==> src/rtl/delay_arb_pkg.sv <==
// Shared types and default constants for the delay-line arbiter.
package delay_arb_pkg;

    typedef enum logic [2:0] {
        StIdle,
        StClear,
        StFire,
        StWait,
        StDone
    } delay_arb_state_e;

    localparam int unsigned DefaultTmo    = 255;
    localparam int unsigned DefaultRstCyc = 2;

endpackage

==> src/rtl/delay_sync.sv <==
// Two-flop synchronizer with synchronous active-high reset to 0.
module delay_sync (
    input  logic clk,
    input  logic rst,
    input  logic d,
    output logic q
);

    logic meta_d, meta_q;
    logic sync_d, sync_q;

    always_comb begin
        meta_d = d;
        sync_d = meta_q;
    end

    always_ff @(posedge clk) begin
        if (rst) begin
            meta_q <= 1'b0;
            sync_q <= 1'b0;
        end else begin
            meta_q <= meta_d;
            sync_q <= sync_d;
        end
    end

    assign q = sync_q;

endmodule

==> src/rtl/delay_arb.sv <==
// Round-robin time-sharing of one asynchronous delay line between N requesters.
// Optional DELAY_ARB_MEASURE_EN adds meas/meas_vld reporting the WAIT cycle count.
module delay_arb
    import delay_arb_pkg::*;
#(
    parameter int unsigned N       = 4,
    parameter int unsigned TMO     = DefaultTmo,
    parameter int unsigned RST_CYC = DefaultRstCyc
) (
    input  logic                       clk,
    input  logic                       rst,
    input  logic [N-1:0]               req,
    output logic [N-1:0]               ack,
    output logic                       err,
    output logic [$clog2(N)-1:0]       gnt_idx,
    output logic                       busy,
    output logic                       dl_i,
    input  logic                       dl_o,
    output logic                       dl_rst
`ifdef DELAY_ARB_MEASURE_EN
    ,
    output logic [$clog2(TMO+1)-1:0]   meas,
    output logic                       meas_vld
`endif
);

    localparam int unsigned IdxW = $clog2(N);
    localparam int unsigned CntW = $clog2(TMO + 1);
    localparam int unsigned RcW  = $clog2(RST_CYC + 1);

    delay_arb_state_e state_d, state_q;

    logic [IdxW-1:0] gnt_d, gnt_q;
    logic [IdxW-1:0] last_d, last_q;
    logic [CntW-1:0] cnt_d, cnt_q;
    logic [RcW-1:0]  rc_d, rc_q;
    logic [N-1:0]    ack_d, ack_q;
    logic            err_d, err_q;
    logic            dl_i_d, dl_i_q;
`ifdef DELAY_ARB_MEASURE_EN
    logic [CntW-1:0] meas_d, meas_q;
`endif

    logic            line_sync;
    logic [IdxW-1:0] pick;
    logic            pick_vld;
    logic [31:0]     cand;
    logic [IdxW-1:0] cand_idx;

    delay_sync u_sync (
        .clk (clk),
        .rst (rst),
        .d   (dl_o),
        .q   (line_sync)
    );

    // Search begins one past the previous winner, so a still-asserted req is not favoured.
    always_comb begin
        pick     = last_q;
        pick_vld = 1'b0;
        cand     = '0;
        cand_idx = '0;
        for (int unsigned k = 1; k <= N; k++) begin
            cand     = (32'(last_q) + k) % N;
            cand_idx = IdxW'(cand);
            if (!pick_vld && req[cand_idx]) begin
                pick     = cand_idx;
                pick_vld = 1'b1;
            end
        end
    end

    always_ff @(posedge clk) begin
        if (rst) begin
            state_q <= StIdle;
        end else begin
            state_q <= state_d;
        end
    end

    always_comb begin
        state_d = state_q;
        unique case (state_q)
            StIdle:  if (pick_vld) state_d = StClear;
            StClear: if (rc_q == RcW'(RST_CYC)) state_d = StFire;
            StFire:  state_d = StWait;
            StWait:  if (line_sync || cnt_q == CntW'(TMO)) state_d = StDone;
            StDone:  state_d = StIdle;
            default: state_d = StIdle;
        endcase
    end

    always_comb begin
        gnt_d  = gnt_q;
        last_d = last_q;
        cnt_d  = cnt_q;
        rc_d   = rc_q;
        ack_d  = '0;
        err_d  = 1'b0;
        dl_i_d = (state_d == StFire) || (state_d == StWait);
`ifdef DELAY_ARB_MEASURE_EN
        meas_d = meas_q;
`endif
        if (state_q == StIdle && pick_vld) begin
            gnt_d  = pick;
            last_d = pick;
            rc_d   = RcW'(1);
        end
        if (state_q == StClear && rc_q != RcW'(RST_CYC)) begin
            rc_d = rc_q + RcW'(1);
        end
        if (state_q == StFire) begin
            cnt_d = CntW'(1);
        end
        if (state_q == StWait) begin
            if (state_d == StDone) begin
                ack_d[gnt_q] = 1'b1;
                // A returned edge wins even on the final allowed cycle.
                err_d        = !line_sync;
`ifdef DELAY_ARB_MEASURE_EN
                meas_d       = cnt_q;
`endif
            end else begin
                cnt_d = cnt_q + CntW'(1);
            end
        end
    end

    always_ff @(posedge clk) begin
        if (rst) begin
            gnt_q  <= '0;
            last_q <= IdxW'(N - 1);
            cnt_q  <= '0;
            rc_q   <= '0;
            ack_q  <= '0;
            err_q  <= 1'b0;
            dl_i_q <= 1'b0;
`ifdef DELAY_ARB_MEASURE_EN
            meas_q <= '0;
`endif
        end else begin
            gnt_q  <= gnt_d;
            last_q <= last_d;
            cnt_q  <= cnt_d;
            rc_q   <= rc_d;
            ack_q  <= ack_d;
            err_q  <= err_d;
            dl_i_q <= dl_i_d;
`ifdef DELAY_ARB_MEASURE_EN
            meas_q <= meas_d;
`endif
        end
    end

    always_comb begin
        busy    = (state_q != StIdle);
        dl_rst  = rst || (state_q == StClear);
        dl_i    = dl_i_q;
        ack     = ack_q;
        err     = err_q;
        gnt_idx = gnt_q;
`ifdef DELAY_ARB_MEASURE_EN
        meas     = meas_q;
        meas_vld = |ack_q;
`endif
    end

endmodule

==> config.mk <==
export PLATFORM = sky130hd
export DESIGN_NAME = delay_arb
export DESIGN_NICKNAME = d
export VERILOG_FILES = /design/src/rtl/delay_arb_pkg.sv /design/src/rtl/delay_sync.sv /design/src/rtl/delay_arb.sv
export SDC_FILE = /design/constraint.sdc
export NUM_CORES = 1
export LEC_CHECK = 0
export ABC_AREA = 1
export CELL_PAD_IN_SITES_DETAIL_PLACEMENT = 0
export CELL_PAD_IN_SITES_GLOBAL_PLACEMENT = 2
export CORE_ASPECT_RATIO = 2
export CORE_UTILIZATION = 32
export DETAILED_ROUTE_END_ITERATION = 7
export HOLD_SLACK_MARGIN = 0.05
export PLACE_DENSITY = 0.79
export SKIP_LAST_GASP = 1
export SLEW_MARGIN = 20
export SYNTH_ARGS = -nofsm -noshare
export SYNTH_HDL_FRONTEND = slang
export SYNTH_SLANG_ARGS = --single-unit
==> constraint.sdc <==
create_clock -name clk -period 2.9 [get_ports clk]
set_input_delay 0.87 -clock clk [delete_from_list [all_inputs] [get_ports clk]]
set_output_delay 0.87 -clock clk [all_outputs]
set_load 0.02 [all_outputs]
==> run summary, run 1 <==
Non-Filler Instances: 266
Leak: 0.7743 nW
Outcome: complete, no violations
Final setup fails: 0
Synth warn: 0
Reg2reg start: last_q[0]$_SDFFE_PP1P_
Critical-path maximum fanout: 2
Pwr Density: 666.4 mW/mm²
RSZ-0062 raised after global routing: no
CTS tree: built
Starting Density: 0.3327
Wirelength, routed: 3116 µm
Synth area leader: dfxtp_1
Rel. slew slack: 0.6855
Worst skew pair latency: 260 ps
Min-delay worst type: reg -> reg
Cells after synthesis: 195
Core ar.: 0.004088 mm²
Routability Congestion: 0.7336
Clock Tree Buf Depth: 2
Fillers: 432
Max IR drop VDD: 0.3580 mV
Top-level port count: 17
Clock period minus worst slack: 2673 ps
DRT iter0 DRCs: 10
Iteration count of the initial detailed-routing pass: 4
Switching part of the total power: 0.4030
Arrival @ worst endpoint: 1800 ps
CP cell instances: clkdlybuf4s50_1 > inv_1 > nand2_1 > dlygate4sd2_1
Psw: 435.1 µW
Final period utilization: 0.9218
CP startpoint kind: input pin
Post-synth EDFFs: 0
Setup crit end kind: output pin
Netlist cell types: 27
Vias in the first global route: 1235
MaxCap Viol Count: 0
Clock-pin slew on the worst setup and hold paths: 80 ps
Die area: 0.004531 mm²
Post-CTS Hold Buffers: 0
Die W: 48.10 µm
FP Rows: 33
Syn nets: 204
Clock Sinks: 25
Largest net degree at the start of global routing: 14
Vias per inst: 4.534
Setup slack, reg-to-reg: 1260 ps
Internal: 644.6 µW
Post-synth top cells: 51 x nand2_1, 32 x inv_1, 25 x dfxtp_1
GRT Total Usage: 0.1612
Async S/R FF share, synth: 0
Slew @ Worst Pin: 470.2 ps
Antenna violations before repair: 0
Syn Area/Cell: 6.975 µm²
Port-buffer cells: 16
Share of cells above drive strength 1: 0.1355
#FFs+latches synth: 25
Top-area cell type share of the netlist area: 0.3680
Grt total ovfl: 0
CTS H-Tree Depth: 1
Cell chosen for the clock root: clkbuf_8
DP Cell Count: 262
Num CTS Buffers: 3
Slowest stage delay, CP: 470 ps
Nets: 224
Most used DFF post-synth: dfxtp_1
DRC: 0
DR vias: 1206
Logic pwr share: 0.402
Count leader, synth: nand2_1
CP required: 2030 ps
Slew Limit Fails: 0
Max Clock Freq: 374.1 MHz
WL/cell: 11.71 µm
Post-synthesis sequential area ratio: 0.3680
Tot Pwr: 1.080 mW
Die H: 94.20 µm
First-pass GRT wire length: 5154 µm
Antenna diode count: 0
Synthesized area: 0.001360 mm²
CP Class: in -> out
Slowest CP cell: clkdlybuf4s50_1
DP HPWL: 2496 µm
Post-DRT Antenna Nets: 0
Clk_skew: 2.032 ps
Clock Power Share: 0.190
Layout Area Growth over Synthesis: 19.13%
Flop pwr share: 0.407
Worst Hold Launch: u_sync.meta_q$_SDFF_PP0_
Final hold violation count: 0
Top cells by area, synth: dfxtp_1 37%, nand2_1 14%, inv_1 8.8%
Crit. Startpoint: rst
-- cell families after synthesis --
family,Yosys count,synth area share
AO/OA/AOI/OAI,29,0.1141
buffers and inverters,40,0.1214
XOR/XNOR,4,0.02576
AND/OR/NAND/NOR,95,0.3524
flip-flops,25,0.3680
adder cells (fa/ha/maj),2,0.01840
-- layer usage --
metal | vias to the layer above | global-route usage | part of all wire
met5 | - | 0 | 0
met3 | 2 | 0.01154 | 0.014
met4 | 0 | 0.06250 | 0.0093
li1 | 641 | - | -
met1 | 556 | 0.1435 | 0.37
met2 | 7 | 0.3255 | 0.61
-- power groups by stage --
stage / clock (mW) / sequential, mW / combinational, mW
6_report: 0.206 / 0.440 / 0.434
5_1_grt: 0.228 / 0.449 / 0.500
3_3_place_gp: 0 / 0.448 / 0.433
4_1_cts: 0.214 / 0.441 / 0.440
3_5_place_dp: 0 / 0.449 / 0.440
2_1_floorplan: 0 / 0.425 / 0.352
-- path summary, 6_finish.rpt --
| kind | depth (start not counted) | end |
|---|---|---|
| setup reg to reg | 11 | rc_q[0]$_SDFFE_PP0P_ |
| hold / removal | 2 | u_sync.q$_SDFF_PP0_ |
| hold reg to reg | 2 | u_sync.q$_SDFF_PP0_ |
| setup / recovery | 4 | dl_rst |
-- metrics by stage --
stage	util	setup slack [ps]	setup TNS, ps	instance area (µm²)	hold slack [ps]
floorplan	-	770.9	0	1360	388.3
global placement	0.3857	-64.45	-64.45	1577	391.8
detailed placement	0.3857	-58.44	-58.44	1577	398.6
CTS	0.3964	209.7	0	1620	411.1
global route	0.3964	170.9	0	1620	425.3
finish	0.3964	226.8	0	1620	408.7
-- worst max-delay path, delay by kind of cell --
family                 cells  cell delay, ps
buffers and inverters      3             870
AND/OR/NAND/NOR            1              60
-- registers in the layout (all words and copies together) (netlist names) --
register / count
rc_q: 2
err: 1
dl_i: 1
gnt_idx: 2
last_q: 2
u_sync.q: 1
cnt_q: 8
ack: 4
state_q: 3
u_sync.meta_q: 1
-- cell type report --
class	count	area, µm²	area share
Sequential cell	25	500.5	0.3089
Inverter	37	141.4	0.08726
Timing Repair Buffer	18	173.9	0.1073
Tap cell	52	65.06	0.04015
Clock buffer	4	45.04	0.02780
Multi-Input combinational cell	130	694.4	0.4286
-- layout by cell type (no fill, tap or decap), types with 3 or more instances in the layout --
cell,synthesis,final
dfxtp_1,25,25
clkdlybuf4s50_1,0,15
xor2_1,4,4
clkbuf_8,0,3
nand2_4,5,5
nand2_2,6,6
a21oi_1,15,15
inv_1,32,32
nand2_1,51,51
nand3_2,3,3
o211ai_1,3,3
o21ai_0,9,9
nand3_1,9,9
inv_2,4,4
nor3_1,4,4
nor2_1,11,11
-- what timing repair did --
action | 4_1_cts | 5_1_grt
buffers inserted | 0 | 0
endpoints found under the setup margin | 1 | 0
hold endpoints to repair | 0 | 0
resized for setup | 1 | 0
No activity file was read; power rests on OpenSTA's default activity.
==> inputs of run 2 (changes only) <==
--- a/config.mk
+++ b/config.mk
@@ -9,10 +9,10 @@
 export CELL_PAD_IN_SITES_DETAIL_PLACEMENT = 0
 export CELL_PAD_IN_SITES_GLOBAL_PLACEMENT = 2
 export CORE_ASPECT_RATIO = 2
-export CORE_UTILIZATION = 32
+export CORE_UTILIZATION = 30
 export DETAILED_ROUTE_END_ITERATION = 7
 export HOLD_SLACK_MARGIN = 0.05
-export PLACE_DENSITY = 0.79
+export PLACE_DENSITY = 0.74
 export SKIP_LAST_GASP = 1
 export SLEW_MARGIN = 20
 export SYNTH_ARGS = -nofsm -noshare
==> constraint.sdc (replaced) <==
create_clock -name clk -period 3 [get_ports clk]
set_input_delay 0.9 -clock clk [delete_from_list [all_inputs] [get_ports clk]]
set_output_delay 0.9 -clock clk [all_outputs]
set_load 0.02 [all_outputs]
==> run 2 against run 1 <==
Compared with the run above:
- first-iteration DRC count is 40% higher
- wire length is 10% higher
- sequential cell count stayed put
- non-clock buffer count stayed put
- combinational power hardly changed
- final cell count is 0.75% higher
- register-to-register slack hardly changed
- hold slack better by 12 ps
- die area is 6.5% higher
- worst setup slack better by 16 ps
- highest routed layer unchanged
==> run summary, run 2 (synthesized netlist as in run 1, its figures left out) <==
First-pass GRT wire length: 5823 µm
RSZ-0062 raised after global routing: no
Clk_skew: 3.568 ps
CP startpoint kind: input pin
Routability Congestion: 0.7032
CTS H-Tree Depth: 1
Slowest stage delay, CP: 480 ps
Starting Density: 0.3134
CP required: 2100 ps
Final hold violation count: 0
Nets: 224
Commonest non-fill, non-tap cell in the layout: nand2_1
Internal: 621.7 µW
CTS tree: built
Pwr Density: 652.4 mW/mm²
Vias per inst: 4.545
FF-to-FF End: state_q[0]$_SDFF_PP0_
Layout Area Growth over Synthesis: 19.41%
Top-level port count: 17
Final period utilization: 0.9191
Cell chosen for the clock root: clkbuf_8
Setup crit end kind: output pin
Slew @ Worst Pin: 465.5 ps
Worst Hold Path EP: u_sync.q$_SDFF_PP0_
DRT iter0 DRCs: 14
CP Class: in -> out
Vias in the first global route: 1263
Grt met3 use: 0.01095
Clock-pin slew on the worst setup and hold paths: 90 ps
Arrival @ worst endpoint: 1860 ps
Non-Filler Instances: 268
Max Clock Freq: 362.7 MHz
Switching part of the total power: 0.4132
Iteration count of the initial detailed-routing pass: 4
Min-delay worst type: reg -> reg
Num CTS Buffers: 3
Slowest CP cell: clkdlybuf4s50_1
Final setup fails: 0
Outcome: complete, no violations
Share of cells above drive strength 1: 0.1402
Die H: 97.22 µm
Antenna violations before repair: 0
Grt met2 use: 0.3410
Wirelength, routed: 3439 µm
Post-DRT Antenna Nets: 0
Clock period minus worst slack: 2757 ps
Slew Limit Fails: 0
Clock Power Share: 0.186
Post-CTS setup buffer count: 0
Clock Sinks: 25
Die area: 0.004823 mm²
Flop pwr share: 0.405
Worst skew pair latency: 260 ps
Final Util: 0.3743
DR vias: 1218
Clock Tree Buf Depth: 2
Critical-path maximum fanout: 2
Worst path bufs/invs: 3
Antenna diode count: 0
DP Cell Count: 264
DRC: 0
Reg2reg start: last_q[0]$_SDFFE_PP1P_
Worst Hold Launch: u_sync.meta_q$_SDFF_PP0_
GR Util met1: 0.1397
Die W: 49.61 µm
GRT Total Usage: 0.1595
Max reg flops: 8
Core ar.: 0.004339 mm²
Commonest cells after routing, fill and taps aside: 51 x nand2_1, 32 x inv_1, 25 x dfxtp_1
Largest net degree at the start of global routing: 15
DP HPWL: 2825 µm
Max IR drop VDD: 0.3620 mV
Tot Pwr: 1.059 mW
CP top delay family: buffers and inverters
FP Rows: 34
WL/cell: 12.83 µm
Port-buffer cells: 16
Psw: 437.8 µW
GRT busiest layer: met2
CP cell instances: clkdlybuf4s50_1 > inv_1 > nand2_1 > dlygate4sd2_1
Worst Hold Depth: 2
Setup slack, reg-to-reg: 1260 ps
Worst R2R Path Depth: 11
Rel. slew slack: 0.6886
Reg with most FFs: cnt_q
Grt total ovfl: 0
MaxCap Viol Count: 0
Logic pwr share: 0.409
Leak: 0.7770 nW
[run 2: cell types whose count changed in the layout (fill, tap and decap cells not counted), sizes merged]
cell	change
clkbuf	-1
clkinv	+1
[run 2: timing repair]
action / CTS / global route
gates resized for setup: 1 / 0
setup endpoints to repair: 1 / 0
hold buffers: 0 / 0
[run 2: how the worst max path moves through the flow]
stage | from | to | slack, ps | cells after the start
after floorplan | rst | dl_rst | 810 | 3
after global placement | rst | dl_rst | -30 | 4
after detailed placement | rst | dl_rst | -40 | 4
after CTS | rst | dl_rst | 230 | 4
after global routing | rst | dl_rst | 220 | 4
final | rst | dl_rst | 240 | 4
[run 2: cell type report]
class,count,area (µm²)
fillers,494,2715
multi-input cells,130,694.4
flip-flops and latches,25,500.5
repair buffers,18,173.9
inverters,37,141.4
well taps,54,67.56
clock buffers,3,41.29
clock inverters,1,5.005
[run 2: metal layers]
metal	routed length, µm	part of all wire
met2	2192	0.64
met5	0	0
met4	29	0.0084
met3	36	0.010
met1	1180	0.34
[run 2: stage by stage]
step           worst slack (ps)  hold slack, ps  area, µm²  setup TNS, ps
2_1_floorplan             810.9           388.3       1360              0
6_report                  242.7           420.9       1624              0
5_1_grt                   219.0           451.1       1624              0
3_3_place_gp             -34.91           397.6       1579         -34.91
3_5_place_dp             -42.82           412.8       1579         -42.82
4_1_cts                   229.5           428.6       1624              0
[run 2: worst register-to-register path: stages, from the launching register on]
cell and delay [ps]:
dfxtp_1 590, inv_4 130, nand2_2 100, nand2_1 110, nand2_1 90, nand2_1 100
nor2_2 110, nand3_2 90, nand2_4 110, nand2_2 70, o21ai_1 110, inv_1 50
[run 2: power by group through the flow]
stage / logic [mW] / clock network [mW] / registers, mW
after CTS: 0.436 / 0.210 / 0.428
after global routing: 0.497 / 0.222 / 0.439
after global placement: 0.423 / 0 / 0.436
after detailed placement: 0.436 / 0 / 0.436
after floorplan: 0.340 / 0 / 0.411
final: 0.434 / 0.197 / 0.429
